<file path="config.mk">
export PLATFORM = sky130hd
export DESIGN_NAME = fir3x_out_serializer_flat
export DESIGN_NICKNAME = d
export VERILOG_FILES = /design/src/rtl/fir_pkg.sv /design/src/rtl/fir3x_out_serializer_if.sv /design/src/rtl/fir_blk_fifo.sv /design/src/rtl/fir3x_out_serializer.sv /design/src/flat_wrapper.sv
export SDC_FILE = /design/constraint.sdc
export NUM_CORES = 1
export LEC_CHECK = 0
export CORE_MARGIN = 5
export CORE_UTILIZATION = 55
export DETAILED_ROUTE_END_ITERATION = 8
export PLACE_DENSITY_LB_ADDON = 0.08
export SLEW_MARGIN = 10
export SYNTH_ARGS = -nofsm -noshare
export SYNTH_HDL_FRONTEND = slang
export SYNTH_SLANG_ARGS = --single-unit
</file>
<file path="constraint.sdc">
create_clock -name clk -period 4.45 [get_ports clk]
set_input_delay 1.1125 -clock clk [delete_from_list [all_inputs] [get_ports clk]]
set_output_delay 1.1125 -clock clk [all_outputs]
set_load 0.01 [all_outputs]
</file>
<file path="src/rtl/fir_pkg.sv">
// rtl/fir_pkg.sv - shared constants and types for the unrolled FIR datapath
package fir_pkg;

   // Default sample width of the filter datapath
   localparam int SAMPLE_W = 32;

   // Number of parallel lanes produced per block
   localparam int UNROLL = 3;

   // Lane index within a block
   typedef logic [1:0] lane_t;

   // Index of the last lane emitted from a block
   localparam lane_t LANE_LAST = lane_t'(UNROLL - 1);

endpackage

</file>
<file path="src/rtl/fir3x_out_serializer_if.sv">
// rtl/fir3x_out_serializer_if.sv - block input / serial output handshake bundle
interface fir3x_out_serializer_if
   import fir_pkg::*;
#(
   parameter int WIDTH = SAMPLE_W,
   parameter int DEPTH = 4
);

   logic                    in_valid;
   logic                    in_ready;
   logic [WIDTH-1:0]        in_y0;
   logic [WIDTH-1:0]        in_y1;
   logic [WIDTH-1:0]        in_y2;
   logic                    out_valid;
   logic                    out_ready;
   logic [WIDTH-1:0]        out_data;
   lane_t                   out_lane;
   logic [$clog2(DEPTH):0]  level;

   // Serializer side
   modport slave (
      input  in_valid, in_y0, in_y1, in_y2, out_ready,
      output in_ready, out_valid, out_data, out_lane, level
   );

   // Producer / sink side
   modport master (
      output in_valid, in_y0, in_y1, in_y2, out_ready,
      input  in_ready, out_valid, out_data, out_lane, level
   );

endinterface

</file>
<file path="src/rtl/fir_blk_fifo.sv">
// rtl/fir_blk_fifo.sv - FIFO of whole 3-lane sample blocks with occupancy level
module fir_blk_fifo
   import fir_pkg::*;
#(
   parameter int WIDTH = SAMPLE_W,
   parameter int DEPTH = 4
) (
   input  logic                         clk,
   input  logic                         reset,
   input  logic                         push,
   input  logic [UNROLL*WIDTH-1:0]      push_data,
   input  logic                         pop,
   output logic [UNROLL*WIDTH-1:0]      head_data,
   output logic [$clog2(DEPTH):0]       level
);

   localparam int PTR_W = $clog2(DEPTH);
   localparam int LVL_W = PTR_W + 1;

   logic [UNROLL*WIDTH-1:0] mem_q [DEPTH];
   logic [UNROLL*WIDTH-1:0] mem_d [DEPTH];
   logic [PTR_W-1:0]        wr_ptr_q, wr_ptr_d;
   logic [PTR_W-1:0]        rd_ptr_q, rd_ptr_d;
   logic [LVL_W-1:0]        level_q,  level_d;

   // Pointer and level update; push and pop in the same cycle leave the level unchanged.
   // Callers never push when full nor pop when empty.
   always_comb begin
      wr_ptr_d = wr_ptr_q;
      rd_ptr_d = rd_ptr_q;
      level_d  = level_q;
      if (push) begin
         wr_ptr_d = wr_ptr_q + PTR_W'(1);
      end
      if (pop) begin
         rd_ptr_d = rd_ptr_q + PTR_W'(1);
      end
      case ({push, pop})
         2'b10:   level_d = level_q + LVL_W'(1);
         2'b01:   level_d = level_q - LVL_W'(1);
         default: level_d = level_q;
      endcase
   end

   // Storage write into the current write slot
   always_comb begin
      mem_d = mem_q;
      if (push) begin
         mem_d[wr_ptr_q] = push_data;
      end
   end

   // Control registers; reset empties the FIFO and wins over push/pop
   always_ff @(posedge clk) begin
      if (reset) begin
         wr_ptr_q <= '0;
         rd_ptr_q <= '0;
         level_q  <= '0;
      end else begin
         wr_ptr_q <= wr_ptr_d;
         rd_ptr_q <= rd_ptr_d;
         level_q  <= level_d;
      end
   end

   // Block storage needs no reset: contents are only observed while level is non-zero
   always_ff @(posedge clk) begin
      mem_q <= mem_d;
   end

   assign head_data = mem_q[rd_ptr_q];
   assign level     = level_q;

endmodule

</file>
<file path="src/rtl/fir3x_out_serializer.sv">
// rtl/fir3x_out_serializer.sv - buffers 3-lane FIR output blocks and emits one sample per beat
module fir3x_out_serializer
   import fir_pkg::*;
#(
   parameter int WIDTH = SAMPLE_W,
   parameter int DEPTH = 4
) (
   input  logic                    clk,
   input  logic                    reset,
   fir3x_out_serializer_if.slave   bus
);

   localparam int LVL_W = $clog2(DEPTH) + 1;

   logic [UNROLL*WIDTH-1:0] head_data;
   logic [LVL_W-1:0]        level;
   logic                    full;
   logic                    out_valid;
   logic                    push;
   logic                    beat;
   logic                    pop;
   lane_t                   lane_q, lane_d;

   // Input acceptance depends only on the registered level, never on out_ready
   assign full      = (level == LVL_W'(DEPTH));
   assign push      = bus.in_valid && !full;
   assign out_valid = (level != '0);
   assign beat      = out_valid && bus.out_ready;
   assign pop       = beat && (lane_q == LANE_LAST);

   fir_blk_fifo #(
      .WIDTH (WIDTH),
      .DEPTH (DEPTH)
   ) u_fifo (
      .clk       (clk),
      .reset     (reset),
      .push      (push),
      .push_data ({bus.in_y0, bus.in_y1, bus.in_y2}),
      .pop       (pop),
      .head_data (head_data),
      .level     (level)
   );

   // Lane counter advances on every accepted beat and wraps after the last lane
   always_comb begin
      lane_d = lane_q;
      if (beat) begin
         if (lane_q == LANE_LAST) begin
            lane_d = '0;
         end else begin
            lane_d = lane_q + lane_t'(1);
         end
      end
   end

   // Lane counter register
   always_ff @(posedge clk) begin
      if (reset) begin
         lane_q <= '0;
      end else begin
         lane_q <= lane_d;
      end
   end

   // Output mux selects the current lane of the head block; zeros while empty
   always_comb begin
      bus.out_data = '0;
      bus.out_lane = '0;
      if (out_valid) begin
         bus.out_lane = lane_q;
         case (lane_q)
            2'd0:    bus.out_data = head_data[3*WIDTH-1:2*WIDTH];
            2'd1:    bus.out_data = head_data[2*WIDTH-1:WIDTH];
            default: bus.out_data = head_data[WIDTH-1:0];
         endcase
      end
   end

   assign bus.in_ready  = !full;
   assign bus.out_valid = out_valid;
   assign bus.level     = level;

endmodule

</file>
<file path="src/flat_wrapper.sv">
// flat-port wrapper written by rule: the top's interface ports become plain ports
module fir3x_out_serializer_flat import fir_pkg::*;
#(
   parameter int WIDTH = SAMPLE_W,
   parameter int DEPTH = 4
)
  (clk, reset, bus_in_valid, bus_in_y0, bus_in_y1, bus_in_y2, bus_out_ready, bus_in_ready, bus_out_valid, bus_out_data, bus_out_lane, bus_level);
  fir3x_out_serializer_if #(.WIDTH(WIDTH), .DEPTH(DEPTH)) bus_i ();
  input  logic clk;
  input  logic reset;
  input wire logic [$bits(bus_i.in_valid)-1:0] bus_in_valid;
  input wire logic [$bits(bus_i.in_y0)-1:0] bus_in_y0;
  input wire logic [$bits(bus_i.in_y1)-1:0] bus_in_y1;
  input wire logic [$bits(bus_i.in_y2)-1:0] bus_in_y2;
  input wire logic [$bits(bus_i.out_ready)-1:0] bus_out_ready;
  output wire logic [$bits(bus_i.in_ready)-1:0] bus_in_ready;
  output wire logic [$bits(bus_i.out_valid)-1:0] bus_out_valid;
  output wire logic [$bits(bus_i.out_data)-1:0] bus_out_data;
  output wire logic [$bits(bus_i.out_lane)-1:0] bus_out_lane;
  output wire logic [$bits(bus_i.level)-1:0] bus_level;
  assign bus_i.in_valid = bus_in_valid;
  assign bus_i.in_y0 = bus_in_y0;
  assign bus_i.in_y1 = bus_in_y1;
  assign bus_i.in_y2 = bus_in_y2;
  assign bus_i.out_ready = bus_out_ready;
  assign bus_in_ready = bus_i.in_ready;
  assign bus_out_valid = bus_i.out_valid;
  assign bus_out_data = bus_i.out_data;
  assign bus_out_lane = bus_i.out_lane;
  assign bus_level = bus_i.level;
  fir3x_out_serializer #(.WIDTH(WIDTH), .DEPTH(DEPTH)) u_core (.clk(clk), .reset(reset), .bus(bus_i));
endmodule
</file>
# Yosys cells after proc, flatten, opt, wreduce, memory -nomap -nowiden
# Cells that the tools add are included.
[word_totals]
latchBits = 0
mem_bits_rw = 0
output_inout_bits = 39
ff_bits = 393
mem_count = 0
elab_cells = 42
romBits = 0
[classes]
bitwise = 2
addsub = 5
n_lt_le_gt_ge = 3
mul = 0
n_eq_ne = 5
n_mux = 11
div_mod_pow = 0
n_reduce_logical = 8
n_shift = 0
[ops]
columns = ["op", "count"]
rows = [
  ["bitwise mux 384 bit", 1],
  ["2-to-1 mux 96 bit", 3],
  ["binary-select mux 96 bit (select 2 bit)", 1],
  ["demux 96 bit (select 2 bit)", 1],
  ["one-hot mux 32 bit (2 select lines)", 1],
  ["2-to-1 mux 32 bit", 1],
  ["adder 2 x 1 -> 2 bit, second input constant", 3],
  [">= comparator 3 bit, second input constant", 2],
  ["NOT 2 -> 3 bit", 2],
  ["one-hot mux 3 bit (2 select lines)", 1],
  ["== test 2 x 1 -> 1 bit, second input constant", 2],
  ["== test 2 bit, second input constant", 2],
  ["logical AND 1 bit", 4],
  ["2-to-1 mux 2 bit", 2],
  ["adder 3 x 1 -> 3 bit, second input constant", 1],
  ["== test 3 bit, second input constant", 1],
  ["< comparator 3 x 1 -> 1 bit, second input constant", 1],
  ["nonzero test 3 bit", 1],
  ["subtractor 3 x 1 -> 3 bit, second input constant", 1],
  ["logical NOT 2 bit", 1],
  ["nonzero test 2 bit", 1],
  ["logical NOT 1 bit", 1],
]

# Depth between registers and ports, before layout
[logic_depth]
depth_word = 6
ltp_mapped = 9
ltp_nobuf = 9

# Cells and area by module
# From an unflattened synthesis, not the netlist that was laid out.
[unflattened]
cells_unflattened = 670
area_unflattened_um2 = 15348.5
[by_module_without_submodules]
columns = ["mod", "seq_area_each_um2", "area_each_um2", "instances", "cells_each"]
rows = [
  ["fir_blk_fifo", 11671.2, 14209.9, 1, 543],
  ["fir3x_out_serializer", 40.0, 1138.6, 1, 127],
]

# Worst setup path after synthesis
# No wires, ideal clock.
[synth_path]
path_type = "in2reg"
from = "input bus_in_valid"
to = "register u_core.u_fifo.mem_q[0] (netlist name), enable pin"
path_buffers = 1
setup_slack_ps = 347
t_arrival_ps = 3636
setup_time_ps = 466
cell_stages = 2
cell_sequence = "buf_1 > and3_1"
[synth_via]
elab_chain_cells = 1
[synth_rtl]
columns = ["element", "line_no", "source"]
rows = [
  ["from (decl)", "flat_wrapper.sv:11", "input wire logic [$bits(bus_i.in_valid)-1:0] bus_in_valid;"],
  ["logical AND 1 bit", "fir3x_out_serializer.sv:26", "assign push = bus.in_valid && !full;"],
  ["to (signal assigned)", "fir_blk_fifo.sv:68", "mem_q <= mem_d;"],
  ["to (decl)", "fir_blk_fifo.sv:20", "logic [UNROLL*WIDTH-1:0] mem_q [DEPTH];"],
]
# No other way between the ends.
# A chain may end at the register's enable or synchronous reset.

# Final worst setup path
[layout_path]
from = "register u_core.lane_q[1]"
to = "output bus_out_data[20]"
[layout_via]
elab_chain_cells = 3
elab_cells_between_ends = 4
[layout_rtl]
columns = ["element", "line_no", "source"]
rows = [
  ["from (decl)", "fir3x_out_serializer.sv:22", "lane_t lane_q, lane_d;"],
  ["from (signal assigned)", "fir3x_out_serializer.sv:61", "lane_q <= lane_d;"],
  ["== test 2 x 1 -> 1 bit or logical NOT 2 bit (tied branches)", "fir3x_out_serializer.sv:71", "case (lane_q)"],
  ["one-hot mux 32 bit (2 select lines) *", "fir3x_out_serializer.sv:71", ""],
  ["2-to-1 mux 32 bit *", "fir3x_out_serializer.sv:69", "if (out_valid) begin"],
  ["to (decl)", "flat_wrapper.sv:18", "output wire logic [$bits(bus_i.out_data)-1:0] bus_out_data;"],
]
# Every way passes the cells marked *; elsewhere a longest branch is shown, timed or not.

==> key figures <==
Power and ir drop
  – Gate power share: 0.081
  – NetSw: 1.70 mW
  – Clk network pwr share: 0.387
  – Leak: 5.94 nW
  – Int Pwr: 6.28 mW
  – Switching Share: 0.213
  – Total power per unit cell area: 426 nW/um2
  – Flop pwr share: 0.532
  – Peak VDD IR: 269 uV

Synth
  – Ys Warns: 0
  – Syn Nets: 961
  – Ys async rst share: 0
  – Synth Flop Type: edfxtp_1
  – Gate Count Post-Synth: 855
  – EDFF count, synth: 384
  – Register bit total from synthesis: 393
  – Register area share after synthesis: 0.752
  – Unique masters post-synth: 35
  – Mapped Area: 15600 um2
  – Mapped Avg Cell Area: 18.2 um2

STA
  – Period utilization: 0.947
  – Endpoints failing setup: 0
  – Pins Over Slew Limit: 0
  – Rel. slew slack: 0.507
  – Tmin final: 4.21 ns
  – Final hold viol count: 0
  – Final WS setup: 0.235 ns
  – RSZ-0062 raised after global routing: no
  – Clock skew: 0.00828 ns
  – Worst-Margin Slew: 0.739 ns
  – Setup TNS: 0 ns
  – Fmax: 0.237 GHz

Routing
  – DRC errors left: 0
  – Final wirelength: 33.7 mm
  – Vias/cell: 5.75
  – Via count: 8198
  – Drt pass-1 iters: 5
  – Wirelength per Cell: 23.6 um
  – Post-route ant nets: 0
  – DR iter-0 viols: 622

Worst setup path
  – Worst Path Max Fanout: 21
  – Worst Reg-to-Reg Cells: 9
  – CP required: 3.34 ns
  – Crit end category: output port
  – Critical Path AT: 3.10 ns
  – Setup crit start kind: flop
  – Critical setup path kind: flop to output port
  – RR Endpoint: u_core.u_fifo.level[2]$_SDFFE_PP0P_
  – Reg-to-reg startpoint: u_core.u_fifo.level[2]$_SDFFE_PP0P_
  – R2R Setup Slk: 1.90 ns

Place
  – Worst slack at placement: 0.747 ns
  – Routability cong.: 0.732
  – Port Buffer Count: 138
  – DP Wirelength: 21.4 mm

GRT
  – Largest net degree at the start of global routing: 52
  – First-pass GRT wire length: 50.7 mm
  – Initial antenna violation count: 4
  – Number of global-route vias before repair: 8432
  – Grt ovf: 0
  – Tot GR Track Use: 0.213

Worst hold path
  – HP Start: u_core.lane_q[0]$_SDFFE_PP0P_
  – Hold Crit Class: flop to flop
  – Hold path cells: 2
  – Hold EP: u_core.lane_q[0]$_SDFFE_PP0P_

Die
  – Initial core utilization: 0.559
  – Core Region: 27900 um2
  – Top Ports: 139
  – Die ar.: 31800 um2
  – Chip Height: 178 um
  – Die width: 178 um
  – Rows: 61

Outcome
  – Status: finished, final reports clean

Layout
  – Layout fillers: 1927
  – Layout net count: 1123
  – Area grow syn2layout: 20.2%
  – Share of cells above drive strength 1: 0.279
  – Total inserted antenna cells: 0

Clock tree
  – Clk_lat worst skew: 0.52 ns
  – Clock-pin slew on the worst setup and hold paths: 0.06 ns
  – CTS tree: done
  – H-tree Lvls: 2
  – Max clock buf depth: 3
  – Num Clock Sinks: 393
  – CTS Buf Count: 40
  – Root buf cell: clkbuf_16

Run
  – Max_cap viols: 0
## routing by layer
layer | vias to the layer above | global-route usage | share of wire
met4 | 8 | 0.0429 | 0.013
met1 | 4167 | 0.324 | 0.47
met3 | 44 | 0.0483 | 0.062
met5 | - | 0 | 0.0014
met2 | 217 | 0.319 | 0.46
li1 | 3762 | - | -
## cell families (layout without fill, tap and decap cells)
family                   after synthesis  after routing  synth area share
AO/OA/AOI/OAI                        140            140            0.0660
XOR/XNOR                               2              2           0.00112
adder cells (fa/ha/maj)                6              6           0.00530
buffers and inverters                 59            251            0.0219
flip-flops                           393            393             0.752
multiplexers                         161            161             0.116
AND/OR/NAND/NOR                       94             94            0.0374
## timing repair
| action | 4_1_cts | 5_1_grt |
|---|---|---|
| hold buffers | 0 | 0 |
| resized for setup | 0 | 1 |
| endpoints found under the setup margin | 0 | 2 |
| buffers inserted | 0 | 0 |
## metrics by stage
stage | instances | hold WS [ns] | power, mW | cell area, um2 | util
final | 1425 | 0.566 | 7.98 | 18700 | 0.672
after global routing | 1425 | 0.595 | 8.25 | 18700 | 0.672
after CTS | 1425 | 0.557 | 8.03 | 18700 | 0.672
after detailed placement | 1353 | 0.546 | 4.98 | 17500 | 0.629
after global placement | 1353 | 0.522 | 4.97 | 17500 | 0.629
after floorplan | 855 | 0.501 | 4.63 | 15600 | -
## power by group through the flow
stage | clock network, mW | logic (mW) | registers [mW]
2_1_floorplan | 0 | 0.301 | 4.33
3_3_place_gp | 0 | 0.648 | 4.32
3_5_place_dp | 0 | 0.652 | 4.32
4_1_cts | 3.13 | 0.656 | 4.25
5_1_grt | 3.30 | 0.698 | 4.25
6_report | 3.08 | 0.648 | 4.25
## state kept, by name, summed over array words and instances, names as in the netlist
name                    count
u_core.u_fifo.mem_q       384
u_core.lane_q               2
u_core.u_fifo.level         3
u_core.u_fifo.rd_ptr_q      2
u_core.u_fifo.wr_ptr_q      2
## critical path: stages (launching register included)
cell and delay, ns:
dfxtp_1 0.50, or3b_2 0.67, o22ai_1 0.37, nor4_1 0.43
clkdlybuf4s50_1 0.61
## cells in the mapped netlist, types with 2 or more instances
library cell	n	share of area
o21ai_0	33	0.011
buf_6	5	0.0036
a21o_1	2	0.00096
or3_1	4	0.0016
ha_1	5	0.0040
mux2_2	161	0.12
buf_4	17	0.0082
nand3_1	2	0.00064
and2_1	2	0.00080
nor2_1	4	0.00096
edfxtp_1	384	0.74
a21oi_1	7	0.0022
clkbuf_1	14	0.0034
a211oi_2	32	0.026
or3b_1	3	0.0017
and3_1	4	0.0016
inv_1	6	0.0014
nand2_1	4	0.00096
nor4_1	32	0.013
o22ai_1	64	0.026
buf_2	14	0.0045
dfxtp_1	9	0.012
buf_1	2	0.00048
nor2b_1	33	0.013
xor2_1	2	0.0011
## layout make-up
| cell class | count | area, um2 | share of cell area |
|---|---|---|---|
| sequential | 393 | 11700 | 0.626 |
| multi-input combinational | 403 | 3550 | 0.190 |
| timing repair buffer | 173 | 1760 | 0.0938 |
| clock buffer | 52 | 1080 | 0.0575 |
| tap | 378 | 473 | 0.0253 |
| clock inverter | 20 | 126 | 0.00675 |
| inverter | 6 | 22.5 | 0.00120 |
## worst max path at each step
stage	startpoint	to	cells after the start
after floorplan	bus_in_valid	u_core.u_fifo.mem_q[0]$_DFFE_PP_	2
after global placement	u_core.lane_q[1]$_SDFFE_PP0P_	bus_out_data[14]	5
after detailed placement	u_core.lane_q[1]$_SDFFE_PP0P_	bus_out_data[14]	5
after CTS	u_core.lane_q[1]$_SDFFE_PP0P_	bus_out_data[14]	5
after global routing	u_core.lane_q[1]$_SDFFE_PP0P_	bus_out_data[20]	4
final	u_core.lane_q[1]$_SDFFE_PP0P_	bus_out_data[20]	4
## cells in the final DEF, fill, tap and decap left out, drive strengths merged, types with 5 or more instances in the layout
cell             n
a211oi          32
a21oi            7
dfxtp            9
nor2b           33
o21ai           34
nor4            32
edfxtp         384
buf             35
inv              8
o22ai           64
clkbuf          52
clkinv          16
clkdlybuf4s50  138
ha               5
mux2           161
Note: power is estimated with default switching activity, not from simulation.
